[src/rtl/fp_pkg.sv]
// ============================================================================
//  Module      : fp_pkg
//  Description : DLFloat16 field layout, saturation constants and accumulator
//                state encoding shared by the streaming FP accumulator.
//  Revision    : 1.0 - initial release
// ============================================================================
`default_nettype none

package fp_pkg;

   localparam int SIGN_W   = 1;
   localparam int EXP_W    = 6;
   localparam int MANT_W   = 9;
   // {carry, hidden, mant}
   localparam int SIG_W    = MANT_W + 2;
   localparam int EXP_BIAS = 31;
   localparam int EXP_MAX  = 63;
   localparam logic [14:0] SAT_MAG = 15'h7FFF;

   typedef enum logic [2:0] {
      IDLE  = 3'd0,
      ALIGN = 3'd1,
      ADD   = 3'd2,
      NORM  = 3'd3,
      DONE  = 3'd4
   } state_t;

   // exp==0 encodes zero, so the hidden bit is suppressed for it
   function automatic logic [SIG_W-1:0] unpack_sig(input logic [15:0] d);
      if (d[14:9] == '0) return '0;
      return {1'b0, 1'b1, d[MANT_W-1:0]};
   endfunction

endpackage

`default_nettype wire

[src/rtl/fp_sig_addsub.sv]
// ============================================================================
//  Module      : fp_sig_addsub
//  Description : Combinational operand alignment and signed significand
//                add/subtract with carry handling and saturation.
//  Revision    : 1.0 - initial release
// ============================================================================
`default_nettype none

module fp_sig_addsub
   import fp_pkg::*;
(
   input  logic [15:0]      a_data,
   input  logic [15:0]      b_data,
   output logic             al_big_sign,
   output logic [EXP_W-1:0] al_big_exp,
   output logic [SIG_W-1:0] al_big_sig,
   output logic             al_sml_sign,
   output logic [SIG_W-1:0] al_sml_sig,
   input  logic             big_sign,
   input  logic [EXP_W-1:0] big_exp,
   input  logic [SIG_W-1:0] big_sig,
   input  logic             sml_sign,
   input  logic [SIG_W-1:0] sml_sig,
   output logic             sum_sign,
   output logic [EXP_W-1:0] sum_exp,
   output logic [9:0]       sum_sig,
   output logic             sum_zero,
   output logic             sum_sat
);

   logic             w_b_big;
   logic [15:0]      w_big;
   logic [15:0]      w_sml;
   logic [EXP_W-1:0] w_diff;
   logic             w_eff_sub;
   logic             w_swap;
   logic [SIG_W-1:0] w_raw;
   logic             w_carry;

   // ties keep the accumulator (a) as the larger operand
   always_comb begin
      w_b_big     = (b_data[14:9] > a_data[14:9]);
      w_big       = w_b_big ? b_data : a_data;
      w_sml       = w_b_big ? a_data : b_data;
      w_diff      = w_big[14:9] - w_sml[14:9];
      al_big_sign = w_big[15];
      al_big_exp  = w_big[14:9];
      al_big_sig  = unpack_sig(w_big);
      al_sml_sign = w_sml[15];
      al_sml_sig  = (w_diff >= 6'd11) ? '0 : (unpack_sig(w_sml) >> w_diff);
   end

   always_comb begin
      w_eff_sub = big_sign ^ sml_sign;
      w_swap    = (sml_sig > big_sig);
      if (!w_eff_sub)   w_raw = big_sig + sml_sig;
      else if (w_swap)  w_raw = sml_sig - big_sig;
      else              w_raw = big_sig - sml_sig;
      w_carry  = w_raw[SIG_W-1];
      sum_sign = (w_eff_sub && w_swap) ? sml_sign : big_sign;
      sum_zero = (w_raw == '0);
      sum_sat  = w_carry && (big_exp == EXP_W'(EXP_MAX));
      if (sum_sat) begin
         sum_exp = SAT_MAG[14:9];
         sum_sig = {1'b1, SAT_MAG[MANT_W-1:0]};
      end else begin
         sum_exp = big_exp + {{(EXP_W-1){1'b0}}, w_carry};
         sum_sig = w_carry ? w_raw[SIG_W-1:1] : w_raw[9:0];
      end
   end

endmodule

`default_nettype wire

[src/rtl/fp_acc_stream.sv]
// ============================================================================
//  Module      : fp_acc_stream
//  Description : Frame-based DLFloat16 stream accumulator with truncating
//                add, serial normalisation, saturation and valid/ready I/O.
//  Revision    : 1.0 - initial release
// ============================================================================
`default_nettype none

module fp_acc_stream
   import fp_pkg::*;
#(
   parameter int NORM_MAX = 10
) (
   input  logic        clk,
   input  logic        rst_n,
   input  logic        in_valid,
   output logic        in_ready,
   input  logic [15:0] in_data,
   input  logic        in_last,
   output logic        out_valid,
   input  logic        out_ready,
   output logic [15:0] out_data,
   output logic        out_ovf
);

   localparam int c_CNT_W = $clog2(NORM_MAX + 1);
   localparam logic [c_CNT_W-1:0] c_CNT_LAST = c_CNT_W'(NORM_MAX - 1);

   state_t             r_state;
   state_t             w_state_nxt;
   logic               r_rst_done;
   logic [15:0]        r_op;
   logic               r_last;
   logic [15:0]        r_acc;
   logic               r_ovf;
   logic               r_big_sign;
   logic [EXP_W-1:0]   r_big_exp;
   logic [SIG_W-1:0]   r_big_sig;
   logic               r_sml_sign;
   logic [SIG_W-1:0]   r_sml_sig;
   logic               r_norm_sign;
   logic [EXP_W-1:0]   r_norm_exp;
   logic [9:0]         r_norm_sig;
   logic [c_CNT_W-1:0] r_norm_cnt;

   logic               w_al_big_sign;
   logic [EXP_W-1:0]   w_al_big_exp;
   logic [SIG_W-1:0]   w_al_big_sig;
   logic               w_al_sml_sign;
   logic [SIG_W-1:0]   w_al_sml_sig;
   logic               w_sum_sign;
   logic [EXP_W-1:0]   w_sum_exp;
   logic [9:0]         w_sum_sig;
   logic               w_sum_zero;
   logic               w_sum_sat;

   logic               w_add_norm;
   logic [9:0]         w_norm_sig_shl;
   logic [EXP_W-1:0]   w_norm_exp_dec;
   logic               w_norm_flush;
   logic               w_norm_done;

   fp_sig_addsub u_addsub (
      .a_data      (r_acc),
      .b_data      (r_op),
      .al_big_sign (w_al_big_sign),
      .al_big_exp  (w_al_big_exp),
      .al_big_sig  (w_al_big_sig),
      .al_sml_sign (w_al_sml_sign),
      .al_sml_sig  (w_al_sml_sig),
      .big_sign    (r_big_sign),
      .big_exp     (r_big_exp),
      .big_sig     (r_big_sig),
      .sml_sign    (r_sml_sign),
      .sml_sig     (r_sml_sig),
      .sum_sign    (w_sum_sign),
      .sum_exp     (w_sum_exp),
      .sum_sig     (w_sum_sig),
      .sum_zero    (w_sum_zero),
      .sum_sat     (w_sum_sat)
   );

   assign w_add_norm     = !w_sum_zero && !w_sum_sig[9];
   assign w_norm_sig_shl = {r_norm_sig[8:0], 1'b0};
   assign w_norm_exp_dec = r_norm_exp - 6'd1;
   assign w_norm_flush   = (w_norm_exp_dec == '0);
   assign w_norm_done    = w_norm_sig_shl[9] || (r_norm_cnt == c_CNT_LAST);

   assign out_data = r_acc;
   assign out_ovf  = r_ovf;

   always_ff @(posedge clk or negedge rst_n) begin
      if (!rst_n) r_state <= IDLE;
      else        r_state <= w_state_nxt;
   end

   // r_rst_done keeps in_ready low until the first edge after reset release
   always_comb begin
      w_state_nxt = r_state;
      in_ready    = 1'b0;
      out_valid   = 1'b0;
      case (r_state)
         IDLE: begin
            in_ready = r_rst_done;
            if (in_valid && r_rst_done) w_state_nxt = ALIGN;
         end
         ALIGN: w_state_nxt = ADD;
         ADD: begin
            if (w_add_norm) w_state_nxt = NORM;
            else            w_state_nxt = r_last ? DONE : IDLE;
         end
         NORM: begin
            if (w_norm_flush || w_norm_done) w_state_nxt = r_last ? DONE : IDLE;
         end
         DONE: begin
            out_valid = 1'b1;
            if (out_ready) w_state_nxt = IDLE;
         end
         default: w_state_nxt = IDLE;
      endcase
   end

   always_ff @(posedge clk or negedge rst_n) begin
      if (!rst_n) begin
         r_rst_done  <= 1'b0;
         r_op        <= '0;
         r_last      <= 1'b0;
         r_acc       <= '0;
         r_ovf       <= 1'b0;
         r_big_sign  <= 1'b0;
         r_big_exp   <= '0;
         r_big_sig   <= '0;
         r_sml_sign  <= 1'b0;
         r_sml_sig   <= '0;
         r_norm_sign <= 1'b0;
         r_norm_exp  <= '0;
         r_norm_sig  <= '0;
         r_norm_cnt  <= '0;
      end else begin
         r_rst_done <= 1'b1;
         case (r_state)
            IDLE: begin
               if (in_valid && in_ready) begin
                  r_op   <= in_data;
                  r_last <= in_last;
               end
            end
            ALIGN: begin
               r_big_sign <= w_al_big_sign;
               r_big_exp  <= w_al_big_exp;
               r_big_sig  <= w_al_big_sig;
               r_sml_sign <= w_al_sml_sign;
               r_sml_sig  <= w_al_sml_sig;
            end
            ADD: begin
               if (w_sum_sat) r_ovf <= 1'b1;
               if (w_sum_zero) begin
                  r_acc <= '0;
               end else if (!w_add_norm) begin
                  r_acc <= {w_sum_sign, w_sum_exp, w_sum_sig[8:0]};
               end else begin
                  r_norm_sign <= w_sum_sign;
                  r_norm_exp  <= w_sum_exp;
                  r_norm_sig  <= w_sum_sig;
                  r_norm_cnt  <= '0;
               end
            end
            NORM: begin
               r_norm_sig <= w_norm_sig_shl;
               r_norm_exp <= w_norm_exp_dec;
               r_norm_cnt <= r_norm_cnt + 1'b1;
               if (w_norm_flush)     r_acc <= '0;
               else if (w_norm_done) r_acc <= {r_norm_sign, w_norm_exp_dec, w_norm_sig_shl[8:0]};
            end
            DONE: begin
               if (out_ready) begin
                  r_acc <= '0;
                  r_ovf <= 1'b0;
               end
            end
            default: ;
         endcase
      end
   end

endmodule

`default_nettype wire

[config.mk]
export PLATFORM = sky130hd
export DESIGN_NAME = fp_acc_stream
export DESIGN_NICKNAME = d
export VERILOG_FILES = /design/src/rtl/fp_pkg.sv /design/src/rtl/fp_sig_addsub.sv /design/src/rtl/fp_acc_stream.sv
export SDC_FILE = /design/constraint.sdc
export NUM_CORES = 1
export LEC_CHECK = 0
export BUFFER_PORTS_ARGS = -buffer_cell sky130_fd_sc_hd__buf_2
export CAP_MARGIN = 30
export CORE_MARGIN = 1.5
export CORE_UTILIZATION = 40
export DETAILED_ROUTE_END_ITERATION = 10
export GPL_ROUTABILITY_DRIVEN = 0
export PLACE_DENSITY_LB_ADDON = 0.12
export SLEW_MARGIN = 20
export SYNTH_ARGS = -nofsm -noshare
export SYNTH_HDL_FRONTEND = slang
export SYNTH_HIERARCHICAL = 1
export SYNTH_SLANG_ARGS = --single-unit
[constraint.sdc]
create_clock -name clk -period 4.3 [get_ports clk]
set_clock_uncertainty 0.15 [all_clocks]
set_input_delay 0 -clock clk [delete_from_list [all_inputs] [get_ports clk]]
set_output_delay 0 -clock clk [all_outputs]
set_load 0.005 [all_outputs]
==> results.json <==
{
  "status": "finished clean",
  "synth_xor_xnor_area_share": 0.02877,
  "area_growth_syn_to_layout_pct": 22.15,
  "maxSlewViolCount": 0,
  "setup_repair_after_global_routing_missed_its_margin": "true",
  "critPathArrivalTime_ps": 4310,
  "post_synth_inst_count": 760,
  "dominantRegCellSynth": "dfrtp_1",
  "clkTransAtPathRegs_ps": 70,
  "setup_ws_ps": 131.8,
  "num_antenna_cells": 0,
  "first_pass_grt_wire_length_um": 32310,
  "clockBufferDepth": 2,
  "share_of_post_route_cells_with_drive_strength_above_1": 0.2786,
  "yosys.area_share.adder": 0.08829,
  "final_common_cell": "dfrtp_1",
  "first_global_vias": 6047,
  "synthTopCellsByArea": "dfrtp_1 32%, mux2_2 8.0%, ha_1 8.0%, nand2_1 4.7%, mux2i_1 4.1%",
  "cts_root_buf": "clkbuf_16",
  "timing.final.crit_share": 0.9693,
  "dr.first_iter.drc_count": 389,
  "grt-ovfl-total": 0,
  "met3_wirelength_um": 1008,
  "asyncSetResetFlopFracSynth": 1.000,
  "placement.setup.worst_slack_ps": -58.86,
  "crit_path_end_kind": "flop",
  "insertion_delay_ps": 350,
  "post_synth_num_cell_types": 90,
  "synth_top_family_by_area": "compound AO/OA/AOI/OAI gates",
  "routed-wl-met2_um": 9536,
  "synthDominantCellAreaShare": 0.3184,
  "mostFrequentLayoutCells": "87 x dfrtp_1, 85 x nand2_1, 66 x buf_4",
  "synth_area_in_simple_gates": 0.1726,
  "design.die.area_sq_mm": 0.01809,
  "max_cap_viol_count": 0,
  "wl_um": 20430,
  "worst_ep_required_time_ps": 4440,
  "critical-path-top-delay-family": "compound AO/OA/AOI/OAI gates",
  "detail_route.wl_per_cell_um": 18.83,
  "timing.critical_path.cells": "inv_1 -> ha_1 -> nand2_1 -> a2bb2oi_1 -> o21a_1 -> buf_4 -> o221a_2 -> a2111oi_0 -> nor3_1 -> o211ai_1 -> or2_1 -> nor3_1 -> mux2_2",
  "cts_tree": "done",
  "nets": 928,
  "wl_met1_um": 9420,
  "timing.critical_path.slowest_cell_delay_ps": 440,
  "synth_top_area_cell": "dfrtp_1",
  "hpwl_um": 15240,
  "portBuffers": 39,
  "ys_seq_area_frac": 0.3184,
  "nFillCells": 1623,
  "core_region_area_sq_mm": 0.01676,
  "grt_usage": 0.2293,
  "route.top_layer_used": "met4",
  "dieHeight_um": 134.5,
  "ys_ff_latch": 88,
  "die-width_um": 134.5,
  "layout.area.seq_sq_mm": 0.002203,
  "critPathMostFrequentCell": "nor3_1",
  "grt_max_degree": 57,
  "floorplan.initialDensity": 0.4126,
  "vias_per_cell": 5.664,
  "critical_path_buf_inv_count": 2,
  "h-tree-depth": 3,
  "row_count": 47,
  "syn-cell-area_sq_mm": 0.006915,
  "post_synthesis_compound_gate_area_fraction": 0.2039,
  "post_synth_mux_area_share": 0.1274,
  "via_count": 6145,
  "first_pass_iters": 5,
  "maxClockFrequency_mhz": 239.9,
  "multi_input_comb_area_sq_mm": 0.004488,
  "timing.critical_path.slowest_stage_cell": "dfrtp_1",
  "period_needed_ps": 4168,
  "antenna_violations_before_repair": 0,
  "numCtsBuffers": 9,
  "timing.hold.worst.class": "in -> reg",
  "report.final.hold_viol_count": 0,
  "clkSinkCount": 88,
  "yosysWarningCount": 6,
  "setup-violations-final": 0,
  "timing_worst_setup_path_type": "reg -> reg",
  "max_slew.worst_pin.slew_ps": 900.9,
  "drt_drc_violations_left": 0,
  "postRouteAntennaNets": 0,
  "category_of_the_worst_setup_path_launch_point": "flop",
  "io_pins": 40,
  "edff_count_synth": 0,
  "synth.avg_cell_area_sq_um": 9.099,
  "critical_path_peak_fanout": 19,
  "worst_slew_margin_relative_to_its_limit": 0.3980
}
==> timing repair <==
action,4_1_cts,5_1_grt
pin swaps,1,20
buffers inserted,1,10
hold endpoints to repair,51,0
gates resized for setup,3,39
hold buffers,21,0
cloned,0,1
endpoints found under the setup margin,10,40
==> worst register-to-register path: stages (launching register included) <==
cell	delay, ps
dfrtp_1	440
inv_1	120
ha_1	420
nand2_1	160
a2bb2oi_1	350
o21a_1	330
buf_4	310
o221a_2	290
a2111oi_0	80
nor3_1	210
o211ai_1	230
or2_1	390
nor3_1	400
mux2_2	230
==> cell usage after synthesis, types with 4 or more instances <==
cell,instances
a211o_1,5
a211oi_1,9
a21o_1,6
a21oi_1,49
a221o_1,4
a22oi_1,7
a2bb2oi_1,11
a31oi_1,6
and2_1,6
and3_1,4
buf_2,12
buf_4,4
clkbuf_1,21
dfrtp_1,88
ha_1,44
inv_1,48
mux2_2,49
mux2i_1,28
nand2_1,86
nand2b_1,12
nand3_1,11
nand3b_1,4
nand4_1,6
nor2_1,41
nor2b_1,6
nor3_1,22
nor3b_1,5
nor4_1,4
o211ai_1,13
o21a_1,5
o21ai_0,30
o221a_2,4
o22a_1,5
o31ai_1,5
xnor2_1,8
xor2_1,11
==> stage by stage <==
step	hold WS [ps]	std cells	utilization	setup TNS, ps	area, sq um
2_1_floorplan	-445.6	761	-	0	6919
3_3_place_gp	-183.5	1036	0.4557	0	7637
3_5_place_dp	-175.7	1036	0.4557	-182.7	7637
4_1_cts	254.3	1074	0.4885	0	8187
5_1_grt	274.4	1085	0.5040	-143.0	8447
6_report	264.5	1085	0.5040	0	8447
==> per-layer routing <==
metal  vias to the layer above  GRT usage
li1                       2925          -
met1                      3029     0.3101
met4                         0    0.07168
met5                         -          0
met2                       156     0.3701
met3                        35    0.04580
==> final cells by class <==
type / instances / area share
clock buffers: 10 / 0.02829
well taps: 220 / 0.03259
repair buffers: 131 / 0.1173
multi-input cells: 581 / 0.5313
flip-flops and latches: 88 / 0.2608
clock inverters: 6 / 0.007851
inverters: 49 / 0.02177
==> registers in the layout, indices dropped and copies added (netlist names), 4 cells and up <==
signal      flops
out_data       16
r_norm_cnt      4
r_sml_sig      11
r_op           16
r_norm_exp      6
r_big_sig      11
r_big_exp       6
r_norm_sig      9
==> cell families (layout without fill, tap and decap cells) <==
group,after synthesis,after routing
adder cells (fa/ha/maj),47,47
multiplexers,80,80
other,2,3
AND/OR/NAND/NOR,233,233
XOR/XNOR,21,21
flip-flops,88,88
buffers and inverters,92,196
AO/OA/AOI/OAI,197,197
==> worst paths after layout <==
kind | from | end | slack [ps] | depth (start not counted)
max reg2reg | out_data[12] | r_sml_sig[9] | 130 | 13
max in group asynchronous | rst_n | r_big_sig[1] | 2550 | 4
min | in_data[0] | r_op[0] | 260 | 3
max | out_data[12] | r_sml_sig[9] | 130 | 13
min reg2reg | r_norm_sign | r_norm_sign | 350 | 2
min in group asynchronous | rst_n | r_norm_sig[1] | 430 | 3
Power is left out: the tool's default activity adds up to more than one toggle a clock period on the data nets, which glitch-free logic cannot reach.
